===== src/rtl/riscv16_ctrl_fsm.sv =====
// riscv16_ctrl_fsm: multi-cycle FETCH/DECODE/EXEC/MEM/WB sequencer with memory handshakes, TRAP and retire counter
// Ports: clk, rst_n (async active-low); opcode, zero, imem_ack, dmem_ack in;
//        imem_req, ir_write, pc_write, pc_src, alu_op, alu_src, reg_dst,
//        dmem_req, dmem_we, mem_to_reg, reg_write, illegal, retired out.
module riscv16_ctrl_fsm #(
  parameter int CNT_W = 16
) (
  input  logic             clk,
  input  logic             rst_n,
  input  logic [3:0]       opcode,
  input  logic             zero,
  input  logic             imem_ack,
  input  logic             dmem_ack,
  output logic             imem_req,
  output logic             ir_write,
  output logic             pc_write,
  output logic [1:0]       pc_src,
  output logic [1:0]       alu_op,
  output logic             alu_src,
  output logic             reg_dst,
  output logic             dmem_req,
  output logic             dmem_we,
  output logic             mem_to_reg,
  output logic             reg_write,
  output logic             illegal,
  output logic [CNT_W-1:0] retired
);
  localparam logic [2:0] S_FETCH = 3'd0, S_DECODE = 3'd1, S_EXEC = 3'd2,
                         S_MEM = 3'd3, S_WB = 3'd4, S_TRAP = 3'd5;
  logic [2:0] state, state_nx;
  logic [3:0] op_q;
  logic d_ill, d_jmp, q_lw, q_sw, q_mem, q_br, taken, retire;
  logic in_f, in_d, in_e, in_m, in_w, in_t;
  // DECODE acts on the live opcode; every later state uses the latched op_q
  assign d_ill = opcode == 4'b1010 || opcode >= 4'b1110;
  assign d_jmp = opcode == 4'b1101;
  assign q_lw  = op_q == 4'b0000;
  assign q_sw  = op_q == 4'b0001;
  assign q_mem = q_lw | q_sw;
  assign q_br  = op_q == 4'b1011 || op_q == 4'b1100;
  assign taken = (op_q == 4'b1011 && zero) || (op_q == 4'b1100 && !zero);
  always_comb begin
    state_nx = state == S_FETCH  ? (imem_ack ? S_DECODE : S_FETCH) :
               state == S_DECODE ? (d_ill ? S_TRAP : d_jmp ? S_FETCH : S_EXEC) :
               state == S_EXEC   ? (q_mem ? S_MEM : q_br ? S_FETCH : S_WB) :
               state == S_MEM    ? (dmem_ack ? (q_sw ? S_FETCH : S_WB) : S_MEM) :
               state == S_WB     ? S_FETCH : S_TRAP;
  end
  // an instruction retires on the cycle its final state is left
  assign retire = (state == S_DECODE && d_jmp) || (state == S_EXEC && q_br) ||
                  (state == S_MEM && dmem_ack && q_sw) || state == S_WB;
  always_ff @(posedge clk or negedge rst_n) begin
    if (!rst_n) begin
      state   <= S_FETCH;
      op_q    <= 4'b0000;
      retired <= '0;
    end else begin
      state <= state_nx;
      if (state == S_DECODE) op_q <= opcode;
      if (retire) retired <= retired + CNT_W'(1);
    end
  end
  // state qualifiers are gated by rst_n so every output is low while reset is held
  assign in_f = rst_n && state == S_FETCH;
  assign in_d = rst_n && state == S_DECODE;
  assign in_e = rst_n && state == S_EXEC;
  assign in_m = rst_n && state == S_MEM;
  assign in_w = rst_n && state == S_WB;
  assign in_t = rst_n && state == S_TRAP;
  assign imem_req   = in_f;
  assign ir_write   = in_f && imem_ack;
  assign pc_write   = (in_f && imem_ack) || (in_d && d_jmp) || (in_e && taken);
  assign pc_src     = in_d && d_jmp ? 2'b10 : in_e && taken ? 2'b01 : 2'b00;
  assign alu_op     = in_e && q_mem ? 2'b10 : in_e && q_br ? 2'b01 : 2'b00;
  assign alu_src    = in_e && q_mem;
  assign reg_dst    = in_w && !q_lw;
  assign dmem_req   = in_m;
  assign dmem_we    = in_m && q_sw;
  assign mem_to_reg = in_w && q_lw;
  assign reg_write  = in_w;
  assign illegal    = in_t;
endmodule

===== config.mk =====
export PLATFORM = sky130hd
export DESIGN_NAME = riscv16_ctrl_fsm
export DESIGN_NICKNAME = d
export VERILOG_FILES = /design/src/rtl/riscv16_ctrl_fsm.sv
export SDC_FILE = /design/constraint.sdc
export NUM_CORES = 1
export LEC_CHECK = 0
export CELL_PAD_IN_SITES_DETAIL_PLACEMENT = 0
export CELL_PAD_IN_SITES_GLOBAL_PLACEMENT = 1
export CORE_ASPECT_RATIO = 0.8
export CORE_UTILIZATION = 30
export CTS_CLUSTER_DIAMETER = 120
export DETAILED_ROUTE_END_ITERATION = 12
export GPL_TIMING_DRIVEN = 1
export PLACE_DENSITY_LB_ADDON = 0.1
export SYNTH_ARGS = -nofsm -noshare
export SYNTH_HDL_FRONTEND = slang
export SYNTH_SLANG_ARGS = --single-unit

===== constraint.sdc =====
create_clock -name clk -period 2.1 [get_ports clk]
set_input_delay 0.42 -clock clk [delete_from_list [all_inputs] [get_ports clk]]
set_output_delay 0.42 -clock clk [all_outputs]
set_load 0.01 [all_outputs]

Word level (Yosys, flattened, before mapping)

Cells that the tools add are included.

Flip-flop bits (word level): 23
Output and inout bits: 30
Word-level logic and storage cells: 64

Add/sub/neg operators: 1
$lt $le $gt $ge: 1
Equality and inequality tests: 10
Mux-type cells: 16
Bitwise gates (word level): 1
Reduce and logical (&&, ||, !) cells: 32

Operators with widths:

| kind                  | count |
|---|---|
| $mux 3                | 10 |
| $logic_and 1x1->1     | 20 |
| $add 16x1->16 const B | 1 |
| $eq 4x4->1 const B    | 4 |
| $logic_or 1x1->1      | 8 |
| $eq 3x2->1 const B    | 2 |
| $eq 3x3->1 const B    | 2 |
| $mux 2                | 3 |
| $eq 4x1->1 const B    | 1 |
| $ge 4x4->1 const B    | 1 |
| $logic_not 4->1       | 1 |
| $eq 3x1->1 const B    | 1 |
| $logic_not 3->1       | 1 |
| $mux 1                | 3 |
| $logic_not 1->1       | 2 |
| $or 1x1->1            | 1 |

Logic depth before layout (Yosys ltp)

Depth in word-level cells: 7
Depth in mapped cells: 6

Least setup slack after synthesis

OpenSTA, ideal clock, no wires.

Path type: register -> output
Start: register state[1]
End: output port pc_write
Data arrival time: 1425 ps
Data required time: 1680 ps
Setup slack: 255 ps
Cell stages (with the launch flop): 5
Buffers on the path: 0
Cells stage by stage: dfrtp_1 > nor3b_1 > and4_1 > o21ai_0 > o21ai_0

Cells in the longest elaborated chain, start to end: 5

RTL lines:

| item                                          | RTL line | RTL |
|---|---|---|
| start: declaration                            | 30       | `logic [2:0] state, state_nx;` |
| start signal: assignment                      | 58       | `state <= state_nx;` |
| $eq 3x1->1 or $logic_not 3->1 (tied branches) | 65, 64   |  |
| $logic_and 1x1->1 (on tied branches)          | 65, 64   |  |
| $logic_and 1x1->1                             | 72       | `assign pc_write = (in_f && imem_ack) \|\| (in_d && d_jmp) \|\| (in_e && taken);` |
| $logic_or 1x1->1                              | 72       |  |
| $logic_or 1x1->1 (*)                          | 72       |  |
| end: declaration                              | 16       | `output logic pc_write,` |

Every way passes the cells marked *; elsewhere a longest branch is shown, timed or not.

Final worst setup path

Start: register op_q[2]
End: register retired[13]

Cells in the longest elaborated chain, start to end: 6

RTL lines:

| item                     | RTL line | RTL |
|---|---|---|
| start: declaration       | 31       | `logic [3:0] op_q;` |
| start signal: assignment | 59       | `if (state == S_DECODE) op_q <= opcode;` |
| $eq 4x4->1               | 40       | `assign q_br = op_q == 4'b1011 \|\| op_q == 4'b1100;` |
| $logic_or 1x1->1         | 40       |  |
| $logic_and 1x1->1        | 50       | `assign retire = (state == S_DECODE && d_jmp) \|\| (state == S_EXEC && q_br) \|\|` |
| $logic_or 1x1->1         | 50       |  |
| $logic_or 1x1->1 (*)     | 50       |  |
| $logic_or 1x1->1 (*)     | 51       | `(state == S_MEM && dmem_ack && q_sw) \|\| state == S_WB;` |
| end signal: assignment   | 60       | `if (retire) retired <= retired + CNT_W'(1);` |
| end: declaration         | 26       | `output logic [CNT_W-1:0] retired` |

Marks and branches as above.
A chain may end at the register's enable or synchronous reset.

==> summary.txt <==
Outcome
  • Status: completed

Synth
  • Basic-gate share of the synthesized area counting and, or, nand and nor cells: 28.3%
  • Compound-cell area share of the yosys netlist: 9.83%
  • Distinct cells, synth: 40
  • Cell Area, Synth: about 1300 um^2
  • Most frequently used cell type in the post-synthesis netlist: dfrtp_1
  • Leading cell types by count after synthesis: dfrtp_1, nor2_1, xor2_1
  • Top flip-flop cell by instance count after synthesis: dfrtp_1
  • Dominant combinational cell family by area after synthesis: simple AND/OR/NAND/NOR gates
  • Syn Area/Cell: 9.91 um^2
  • Post-synthesis async set-or-reset flop share: 100%
  • Share of synthesized cell area in full adder, half adder and majority cells: 0.963%
  • Post-synthesis sequential area ratio: roughly 44%
  • Area contributors post-synth: dfrtp_1, xor2_1, xnor2_1, nor2_1, nor2b_1
  • Share of the synthesized area in the top cell type: around 44%
  • Number of synthesized register bits: 23
  • Syn nets: between 100 and 150
  • Synth warn: 0
  • Post-synth EDFFs: 0
  • Multiplexer fraction of the synthesized cell area: 3.47%
  • Share of the synthesized netlist area taken by xor and xnor gates: 10.1%
  • Gate count after technology mapping: 131
  • Synth area leader: dfrtp_1

Clock network
  • Clk Latency, worst-skew pair: 0.26 ns
  • CTS Root Buffer Type: clkbuf_8
  • Total CTS buffers: 3
  • CTS tree: done
  • Number of sinks on the clock net: 23
  • Clock-pin slew on the worst setup and hold paths: 0.08 ns
  • Number of buffers between clock root and the deepest sink: 2
  • Number of levels the H-tree was split into: 1

Critical path
  • Category of the most critical setup path: reg2reg
  • Worst path required time: roughly 2.3 ns
  • Arr. time, crit path: 2.23 ns
  • Largest fanout on the critical path: 4
  • CP endpoint kind: flop
  • Critical path launch point type: flop

Hold path
  • Worst hold-check path type: reg2reg

GRT
  • Number of antenna violations at the first check in global routing: 0
  • Total congestion overflow after global routing: 0
  • Met3 track utilization from global routing: 4.15%
  • First-pass GRT wire length: ~5.3 mm
  • Routing usage on met2: 22.3%
  • Maximum number of pins on one net before global-route repair: 14
  • Highest-utilization routing layer at the global route stage: met1
  • Overall fraction of global-route tracks in use: 15.5%
  • Vias in the first global route: 1093
  • GRT met1 Usage: a little under a quarter

Detailed routing
  • Via Count: 1162
  • Number of remaining DRC errors: 0
  • Final WL: around 3.3 mm
  • Number of antenna-violating nets in the routed design: 0
  • DRC marker count from the first detailed-route iteration: between 60 and 70
  • Number of vias per cell after detailed routing: 4.61
  • Pre-Repair DR Iteration Count: 4
  • Average wire per standard cell: 13.1 um

Cells and area
  • Area of all placed cells without fillers: roughly 2000 um^2
  • Inserted Diodes: 0
  • Filler Cells Inserted: just over 400
  • Utilization after layout: 48.2%
  • Area added between synthesis and finish: 55.0%
  • Share of final-layout standard cells stronger than drive strength 1: 29.2%
  • Final layout net count: 206

Floorplan
  • Die boundary width: 75.6 um
  • Core area: 4180 um^2
  • Die H: 60.9 um
  • Initial Utilization: 31.1%
  • IO Count: 39
  • Core Rows: 21
  • Floorplan die area: between 4000 and 5000 um^2

Placed design
  • Cell area reported after detailed placement: 1920 um^2
  • Final RePlAce weighted congestion: 0.820
  • Count of input and output buffers: 38
  • Half-perimeter wire length of the detailed placement result: 2.50 mm

Power
  • Power density relative to cell area: 1040 nW/um^2
  • Largest vdd supply drop: 0.492 mV
  • Leak Pwr: 0.942 nW

Timing
  • Clock skew after layout: 0.00395 ns
  • RSZ-0062 raised after global routing: true
  • Least-Margin Pin Slew: 0.324 ns
  • Setup violations, final: 0
  • Post-route fraction of the period consumed by the critical path: between 90% and 100%
  • Max_slew headroom: 78.3%
  • Final slew viol count: 0
  • Fmax: 480 MHz
  • Number of hold violations in the final report: 0
  • Crit path time final: approximately 2.1 ns

Flow run
  • Number of max-cap violations: 0
-- power breakdown --
part	total, W	switching, W	internal, W	leakage [nW]
sequential	0.000694	0.000126	0.000567	0.291
clock	0.000272	0.000136	0.000135	0.0228
combinational	0.00112	0.000504	0.000617	0.628
total	0.00209	0.000767	0.00132	0.942
-- per-stage QoR --
step | hold WS (ns) | power [W] | setup TNS, ns | setup WS (ns) | cells
global route | 0.504 | 0.00225 | -0.297 | -0.0713 | 252
floorplan | 0.124 | 0.00121 | 0 | 0.255 | 131
global placement | 0.456 | 0.00174 | -2.85 | -0.317 | 247
CTS | 0.475 | 0.00204 | -0.00475 | -0.00475 | 251
finish | 0.476 | 0.00209 | 0 | 0.0182 | 252
detailed placement | 0.461 | 0.00175 | -3.50 | -0.345 | 247
-- per-layer routing --
layer  part of all wire, %  wire [um]
met1                    52       1710
met2                    44       1450
met3                   3.6        117
met4                  0.36         12
met5                     0          0
-- sequential cells by signal, summed over array words and instances (netlist names) --
signal   flops
op_q         4
retired     16
state        3
-- area by class of cell --
type                       instances  area (um^2)  share of cell area (%)
timing repair buffer              64          551                    27.3
tap                               57         71.3                    3.54
sequential                        23          577                    28.7
multi-input combinational         99          751                    37.3
clock buffer                       4         45.0                    2.24
inverter                           5         18.8                   0.932
-- critical path: stages (launching register included) --
cell     delay [ns]
dfrtp_1        0.40
or4b_4         0.54
buf_6          0.14
o31ai_4        0.32
o31a_2         0.22
buf_6          0.10
nand4_1        0.10
xnor2_1        0.14
-- kinds of logic after synthesis --
family / count (synthesis)
AND/OR/NAND/NOR: 64
flip-flops: 23
AO/OA/AOI/OAI: 15
XOR/XNOR: 15
buffers and inverters: 9
multiplexers: 4
adder cells (fa/ha/maj): 1
-- worst paths after layout --
check	startpoint	to	slack (ns)	cells after the start
worst max-delay path	op_q[2]	retired[13]	0.02	7
worst min register to register	retired[15]	retired[15]	0.48	1
min in group asynchronous	rst_n	retired[7]	0.62	3
worst max register to register	op_q[2]	retired[13]	0.02	7
max in group asynchronous	rst_n	op_q[0]	1.29	3
worst min-delay path	retired[15]	retired[15]	0.48	1
-- layout by cell type, fill, tap and decap left out, drive strengths merged, types with 2 or more instances in the layout --
master         count
buf               28
clkdlybuf4s50     24
dfrtp             23
nor2              16
dlygate4sd2       10
xor2               8
xnor2              7
nor2b              7
nand2              6
nand3              6
clkbuf             6
inv                5
nor3               5
o21ai              4
and3               4
nand4              4
nand2b             4
mux2               4
nor3b              3
a31oi              2
o31a               2
-- what timing repair did --
action,in CTS,in global routing
setup buffers,0,2
hold buffers,0,0
setup endpoints to repair,14,12
pin swaps,2,3
gates resized for setup,24,19
Note: power is estimated with default switching activity, not from simulation.
